<file path="config.mk">
export PLATFORM = sky130hd
export DESIGN_NAME = pwr_spec_acc_ctrl
export DESIGN_NICKNAME = d
export VERILOG_FILES = /design/src/rtl/pwr_spec_acc_ctrl.sv
export SDC_FILE = /design/constraint.sdc
export NUM_CORES = 2
export LEC_CHECK = 0
export ABC_AREA = 0
export BUFFER_PORTS_ARGS = -buffer_cell sky130_fd_sc_hd__buf_4
export CAP_MARGIN = 20
export CORE_MARGIN = 10
export CORE_UTILIZATION = 54
export DETAILED_ROUTE_END_ITERATION = 16
export PLACE_DENSITY = 0.7
export SYNTH_ARGS = -nofsm -noshare
export SYNTH_HDL_FRONTEND = slang
export SYNTH_SLANG_ARGS = --single-unit
export TNS_END_PERCENT = 20
</file>
<file path="constraint.sdc">
create_clock -name clk -period 11.8 [get_ports clk]
set_input_delay 1.18 -clock clk [delete_from_list [all_inputs] [get_ports clk]]
set_output_delay 1.18 -clock clk [all_outputs]
set_load 0.02 [all_outputs]
</file>
<file path="src/rtl/pwr_spec_acc_ctrl.sv">
// ----------------------------------------------------------------------------
// pwr_spec_acc_ctrl
//
// Purpose:
//   Squares incoming complex FFT samples (re^2 + im^2) in a 3-stage pipeline.
//   A small FSM sequences a multi-pulse accumulation run for a downstream
//   accumulator buffer. Buffer_En tells the downstream buffer when to
//   accumulate (high) and when to drain (low).
//
// Ports:
//   clk          in   sole clock, rising edge
//   rst          in   synchronous active-high reset
//   fft_re       in   [24:0] signed FFT real part
//   fft_im       in   [24:0] signed FFT imaginary part
//   fft_valid    in   fft_re/fft_im valid this cycle
//   pulse_start  in   one-cycle strobe, laser pulse trigger
//   acc_start    in   one-cycle strobe, begin an accumulation run
//   pulse_num    in   [15:0] pulses per run, sampled on accepted acc_start
//   data_out     out  [49:0] unsigned power value re^2 + im^2
//   valid_out    out  data_out valid
//   is_first_pls out  current pulse is the first of the run
//   Buffer_En    out  high = downstream accumulates, low = downstream drains
//   acc_done     out  one-cycle strobe at end of run
//   pls_err      out  sticky: pulse_start arrived mid-pulse
// ----------------------------------------------------------------------------
module pwr_spec_acc_ctrl #(
    parameter int SAMPLES_PER_PLS = 8192,
    parameter int GUARD_CYC       = 4
) (
    input  logic               clk,
    input  logic               rst,
    input  logic signed [24:0] fft_re,
    input  logic signed [24:0] fft_im,
    input  logic               fft_valid,
    input  logic               pulse_start,
    input  logic               acc_start,
    input  logic [15:0]        pulse_num,
    output logic [49:0]        data_out,
    output logic               valid_out,
    output logic               is_first_pls,
    output logic               Buffer_En,
    output logic               acc_done,
    output logic               pls_err
);

    typedef enum logic [1:0] {
        IDLE     = 2'd0,
        WAIT_PLS = 2'd1,
        COLLECT  = 2'd2,
        FLUSH    = 2'd3
    } state_t;

    localparam logic [13:0] SAMPLE_LAST = 14'(SAMPLES_PER_PLS - 1);
    localparam logic [31:0] GUARD_LEN   = 32'(GUARD_CYC);

    // Control state
    state_t       state_q,      state_d;
    logic [15:0]  pulse_num_q,  pulse_num_d;
    logic [15:0]  pulse_cnt_q,  pulse_cnt_d;
    logic [13:0]  sample_cnt_q, sample_cnt_d;
    logic [15:0]  guard_cnt_q,  guard_cnt_d;
    logic         is_first_q,   is_first_d;
    logic         buf_en_q,     buf_en_d;
    logic         acc_done_q,   acc_done_d;
    logic         pls_err_q,    pls_err_d;

    // Power pipeline
    logic signed [24:0] re_q,       re_d;
    logic signed [24:0] im_q,       im_d;
    logic               s1_valid_q, s1_valid_d;
    logic        [49:0] sq_re_q,    sq_re_d;
    logic        [49:0] sq_im_q,    sq_im_d;
    logic               s2_valid_q, s2_valid_d;
    logic        [49:0] data_out_q, data_out_d;
    logic               valid_out_q, valid_out_d;

    logic signed [49:0] sq_re_full;
    logic signed [49:0] sq_im_full;

    logic        sample_accept;
    logic        last_sample;
    logic        final_pulse;
    logic [15:0] pulse_cnt_inc;
    logic        pipe_busy;
    logic        guard_done;

    // Only samples arriving while collecting enter the pipeline.
    assign sample_accept = (state_q == COLLECT) && fft_valid;
    assign last_sample   = sample_accept && (sample_cnt_q == SAMPLE_LAST);
    assign pulse_cnt_inc = pulse_cnt_q + 16'd1;
    assign final_pulse   = (pulse_cnt_inc == pulse_num_q);

    // The guard window only starts counting once the last sample has left
    // the pipeline, so Buffer_En drops GUARD_CYC+1 cycles after it.
    assign pipe_busy  = s1_valid_q | s2_valid_q | valid_out_q;
    assign guard_done = !pipe_busy && ((32'(guard_cnt_q) + 32'd1) >= GUARD_LEN);

    always_comb begin
        state_d      = state_q;
        pulse_num_d  = pulse_num_q;
        pulse_cnt_d  = pulse_cnt_q;
        sample_cnt_d = sample_cnt_q;
        guard_cnt_d  = guard_cnt_q;
        is_first_d   = is_first_q;
        buf_en_d     = buf_en_q;
        acc_done_d   = 1'b0;
        pls_err_d    = pls_err_q;

        case (state_q)
            IDLE: begin
                if (acc_start) begin
                    pulse_num_d  = (pulse_num == 16'd0) ? 16'd1 : pulse_num;
                    pulse_cnt_d  = 16'd0;
                    sample_cnt_d = 14'd0;
                    guard_cnt_d  = 16'd0;
                    is_first_d   = 1'b0;
                    buf_en_d     = 1'b1;
                    pls_err_d    = 1'b0;
                    state_d      = WAIT_PLS;
                end
            end

            WAIT_PLS: begin
                if (pulse_start) begin
                    sample_cnt_d = 14'd0;
                    is_first_d   = (pulse_cnt_q == 16'd0);
                    state_d      = COLLECT;
                end
            end

            COLLECT: begin
                if (sample_accept) begin
                    sample_cnt_d = sample_cnt_q + 14'd1;
                end
                if (last_sample) begin
                    sample_cnt_d = 14'd0;
                    pulse_cnt_d  = pulse_cnt_inc;
                    if (final_pulse) begin
                        guard_cnt_d = 16'd0;
                        state_d     = FLUSH;
                    end else if (pulse_start) begin
                        // Trigger coincident with the closing sample starts
                        // the next pulse immediately; it is never the first.
                        is_first_d = 1'b0;
                        state_d    = COLLECT;
                    end else begin
                        state_d = WAIT_PLS;
                    end
                end
                // Any other trigger during collection is a timing fault.
                if (pulse_start && !(last_sample && !final_pulse)) begin
                    pls_err_d = 1'b1;
                end
            end

            FLUSH: begin
                guard_cnt_d = pipe_busy ? 16'd0 : (guard_cnt_q + 16'd1);
                if (guard_done) begin
                    buf_en_d   = 1'b0;
                    acc_done_d = 1'b1;
                    is_first_d = 1'b0;
                    state_d    = IDLE;
                end
            end

            default: begin
                state_d = IDLE;
            end
        endcase
    end

    // Stage 1 registers the raw inputs, stage 2 squares, stage 3 sums.
    // The full 50-bit signed product keeps (-2^24)^2 = 2^48 exact.
    always_comb begin
        re_d        = fft_re;
        im_d        = fft_im;
        s1_valid_d  = sample_accept;
        sq_re_full  = re_q * re_q;
        sq_im_full  = im_q * im_q;
        sq_re_d     = $unsigned(sq_re_full);
        sq_im_d     = $unsigned(sq_im_full);
        s2_valid_d  = s1_valid_q;
        data_out_d  = s2_valid_q ? (sq_re_q + sq_im_q) : data_out_q;
        valid_out_d = s2_valid_q;
    end

    always_ff @(posedge clk) begin
        if (rst) begin
            state_q      <= IDLE;
            pulse_num_q  <= 16'd0;
            pulse_cnt_q  <= 16'd0;
            sample_cnt_q <= 14'd0;
            guard_cnt_q  <= 16'd0;
            is_first_q   <= 1'b0;
            buf_en_q     <= 1'b0;
            acc_done_q   <= 1'b0;
            pls_err_q    <= 1'b0;
            re_q         <= 25'sd0;
            im_q         <= 25'sd0;
            s1_valid_q   <= 1'b0;
            sq_re_q      <= 50'd0;
            sq_im_q      <= 50'd0;
            s2_valid_q   <= 1'b0;
            data_out_q   <= 50'd0;
            valid_out_q  <= 1'b0;
        end else begin
            state_q      <= state_d;
            pulse_num_q  <= pulse_num_d;
            pulse_cnt_q  <= pulse_cnt_d;
            sample_cnt_q <= sample_cnt_d;
            guard_cnt_q  <= guard_cnt_d;
            is_first_q   <= is_first_d;
            buf_en_q     <= buf_en_d;
            acc_done_q   <= acc_done_d;
            pls_err_q    <= pls_err_d;
            re_q         <= re_d;
            im_q         <= im_d;
            s1_valid_q   <= s1_valid_d;
            sq_re_q      <= sq_re_d;
            sq_im_q      <= sq_im_d;
            s2_valid_q   <= s2_valid_d;
            data_out_q   <= data_out_d;
            valid_out_q  <= valid_out_d;
        end
    end

    assign data_out     = data_out_q;
    assign valid_out    = valid_out_q;
    assign is_first_pls = is_first_q;
    assign Buffer_En    = buf_en_q;
    assign acc_done     = acc_done_q;
    assign pls_err      = pls_err_q;

endmodule

</file>
==> impl_metrics.yaml <==
outcome:
  outcome: "finished clean"
sta:
  fin_ws_ns: 2.75
  unrepaired_setup_endpoints_after_global_routing: "false"
  max_slew.worst_pin.slew_ns: 1.08
  setup-tns-final_ns: 0
  final_setup_violating_endpoints: 0
  fmaxAchievable_ghz: 0.110
  relSlewSlack: 0.279
  final-max-slew-violation-count: 0
  final-hold-violation-count: 0
  final.setup_skew_ns: 0.0195
  final_period_minus_worst_setup_slack_ns: 9.05
  final_min_period_over_clock_period: 0.767
  fin_worst_hold_slack_ns: 0.464
logic_synthesis:
  yosys.area_share.xor_xnor: 0.0358
  synth_top_family_by_area: "adder cells"
  synth_top_area_share: 0.464
  synth_fp_nets: 7239
  synth_ff_type: "sky130_fd_sc_hd__dfxtp_1"
  synth_largest_area_cell: "sky130_fd_sc_hd__fa_1"
  asyncSetResetFlopFracSynth: 0
  postSynthRegisterBits: 269
  synth_sequential_area_ratio: 0.103
  synth.distinct_cells: 77
  synth-warning-count: 0
  simple_gate_area_share_of_the_yosys_netlist: 0.122
  synth_compound_gate_area_share: 0.0673
  synth_enable_flop_cells: 0
  synth_cells: 5598
  synth-adder-area-share: 0.549
  syn-mean-instance-area_um2: 9.36
  synth_area_leaders: "sky130_fd_sc_hd__fa_1 (46%), sky130_fd_sc_hd__inv_1 (10%), sky130_fd_sc_hd__dfxtp_1 (10%)"
  post_synth_mux_area_share: 0.00604
  netlist_area_um2: 52400
global_route:
  first_global_vias: 40100
  gr-total-overflow: 0
  grt_antenna_before_repair: 2
  global_route_wire_length_before_repair_mm: 206
  global_route.usage.total: 0.232
  grt_start_max_net_pins: 76
cts:
  cts.path.max_buffers: 3
  htree_num_levels: 2
  clkSlewWorstSetupHoldPaths_ns: 0.06
  clock_latency_ns: 0.59
  clock_tree.root_cell: "sky130_fd_sc_hd__clkbuf_16"
  count_of_clock_tree_sinks: 269
  number_of_cts_inserted_buffers: 37
  cells_resized_by_post_cts_repair: 0
  cts_hold_buffers: 0
  post-cts-setup-buffers: 0
  tritoncts: "done"
layout:
  layout.nets: 7268
  finish.instance_area_um2: 55900
  layout.cells.most_common_list: "sky130_fd_sc_hd__inv_1 (1,446), sky130_fd_sc_hd__fa_1 (1,213), sky130_fd_sc_hd__nand2_1 (493)"
  layout.cells.most_common: "sky130_fd_sc_hd__inv_1"
  drive_gt1_frac: 0.0476
  stdcell_count: 6932
  synthToLayoutAreaGrowth_pct: 6.76
  finish.utilization: 0.580
power_and_ir_drop:
  power.density_nw_per_um2: 195
  peakVddDrop_v: 0.000219
  total_power_mw: 10.9
  total_leakage_power_nw: 29.6
worst_setup_path:
  setup.worst_path.start_class: "flop"
  worstReg2RegStart: "re_q[11]"
  path_max_fanout: 21
  crit_required_ns: 12.27
  critical_path.startpoint: "re_q[11]"
  criticalPathCategory: "flop to flop"
  cp.arrival_ns: 9.52
  cp-end-kind: "flop"
die:
  full_die_area_um2: 110000
  boundaryPins: 126
  rows: 114
  start_util: 0.543
  core_region_area_um2: 96400
  floorplan.die.width_um: 331
  die_h_um: 331
placed_design:
  detailed_place_hpwl_mm: 101
  placedInstanceArea_um2: 54600
  place.detailed.instances: 6864
  placement_stage_worst_setup_slack_ns: 2.94
  buffer_ports.inserted: 125
  finalWeightedCongestion: 0.894
drt:
  drc: 0
  wire_per_inst_um: 17.9
  antenna_viol_nets_final: 0
  vias_per_cell: 5.26
  drt-pass1-iter-count: 5
  drt-initial-drc-count: 2267
  num_vias: 36500
  routed_wl_mm: 124
hold_path:
  hold_path.class: "flop to flop"
  hp-start: "s1_valid_q"
run:
  drv_cap: 0
[worst max-delay path, stage by stage (launching register included)]
cell                       delay [ns]
sky130_fd_sc_hd__dfxtp_1         1.03
sky130_fd_sc_hd__inv_1           0.41
sky130_fd_sc_hd__nor2_1          0.28
sky130_fd_sc_hd__inv_1           0.08
sky130_fd_sc_hd__fa_1            0.47
sky130_fd_sc_hd__fa_1            0.55
sky130_fd_sc_hd__inv_1           0.06
sky130_fd_sc_hd__fa_1            0.52
sky130_fd_sc_hd__inv_1           0.06
sky130_fd_sc_hd__fa_1            0.53
sky130_fd_sc_hd__inv_1           0.05
sky130_fd_sc_hd__fa_1            0.38
sky130_fd_sc_hd__fa_1            0.51
sky130_fd_sc_hd__inv_1           0.05
sky130_fd_sc_hd__fa_1            0.48
sky130_fd_sc_hd__inv_1           0.04
sky130_fd_sc_hd__ha_1            0.35
sky130_fd_sc_hd__a21o_1          0.20
sky130_fd_sc_hd__a21o_1          0.17
sky130_fd_sc_hd__a21oi_1         0.14
sky130_fd_sc_hd__o21ai_0         0.10
sky130_fd_sc_hd__a41oi_1         0.66
sky130_fd_sc_hd__o21ai_0         0.49
sky130_fd_sc_hd__a21boi_0        0.67
sky130_fd_sc_hd__o41ai_1         0.14
sky130_fd_sc_hd__a21oi_1         0.17
sky130_fd_sc_hd__mux2_2          0.34
[sequential cells by signal (all words and copies together), names as in the netlist]
register / count
Buffer_En: 1
acc_done: 1
data_out: 50
guard_cnt_q: 16
im_q: 25
is_first_pls: 1
pls_err: 1
pulse_cnt_q: 16
pulse_num_q: 16
re_q: 25
s1_valid_q: 1
s2_valid_q: 1
sample_cnt_q: 14
sq_im_q: 49
sq_re_q: 49
state_q: 2
valid_out: 1
[logic make-up after synthesis]
family / Yosys count
AO/OA/AOI/OAI: 554
XOR/XNOR: 214
AND/OR/NAND/NOR: 1324
buffers and inverters: 1635
flip-flops: 269
adder cells (fa/ha/maj): 1571
multiplexers: 31
[layout make-up]
class,count,area (um^2)
multi-input cells,3694,40900
inverters,1446,5430
repair buffers,179,1370
clock inverters,22,295
flip-flops and latches,269,5390
well taps,1276,1600
fillers,8443,40500
diodes,2,5.00
clock buffers,44,972
[synthesized netlist by cell type, types with 29 or more instances]
cell type and n:
sky130_fd_sc_hd__nand2_1 493, sky130_fd_sc_hd__fa_1 1213, sky130_fd_sc_hd__and2_1 240, sky130_fd_sc_hd__dfxtp_1 269
sky130_fd_sc_hd__a21o_1 70, sky130_fd_sc_hd__ha_1 357, sky130_fd_sc_hd__nand2b_1 34, sky130_fd_sc_hd__xnor2_1 132
sky130_fd_sc_hd__nand3_1 39, sky130_fd_sc_hd__o21bai_1 29, sky130_fd_sc_hd__nor2_1 270, sky130_fd_sc_hd__nor3_1 31
sky130_fd_sc_hd__clkbuf_1 176, sky130_fd_sc_hd__o21ai_0 112, sky130_fd_sc_hd__nor2b_1 106, sky130_fd_sc_hd__inv_1 1446
sky130_fd_sc_hd__xor2_1 82, sky130_fd_sc_hd__a21oi_1 180
[power by group]
| part | total (mW) | leakage (nW) | internal (mW) | switching [mW] |
|---|---|---|---|---|
| sequential | 1.16 | 2.21 | 1.09 | 0.0637 |
| combinational | 8.58 | 26.7 | 3.50 | 5.08 |
| clock | 1.19 | 0.623 | 0.709 | 0.483 |
[per-layer routing]
layer	vias to the layer above	share of wire	global-route usage
li1	16700	-	-
met1	18500	0.41	0.295
met2	1021	0.49	0.394
met3	229	0.069	0.0464
met4	0	0.032	0.0729
met5	-	0	0
[worst paths after layout]
kind,to,slack (ns),cells past startpoint
max,sq_re_q[46],2.75,26
min,s2_valid_q,0.46,1
max reg2reg,sq_re_q[46],2.75,26
min reg2reg,s2_valid_q,0.46,1
Note: power is estimated with default switching activity, not from simulation.
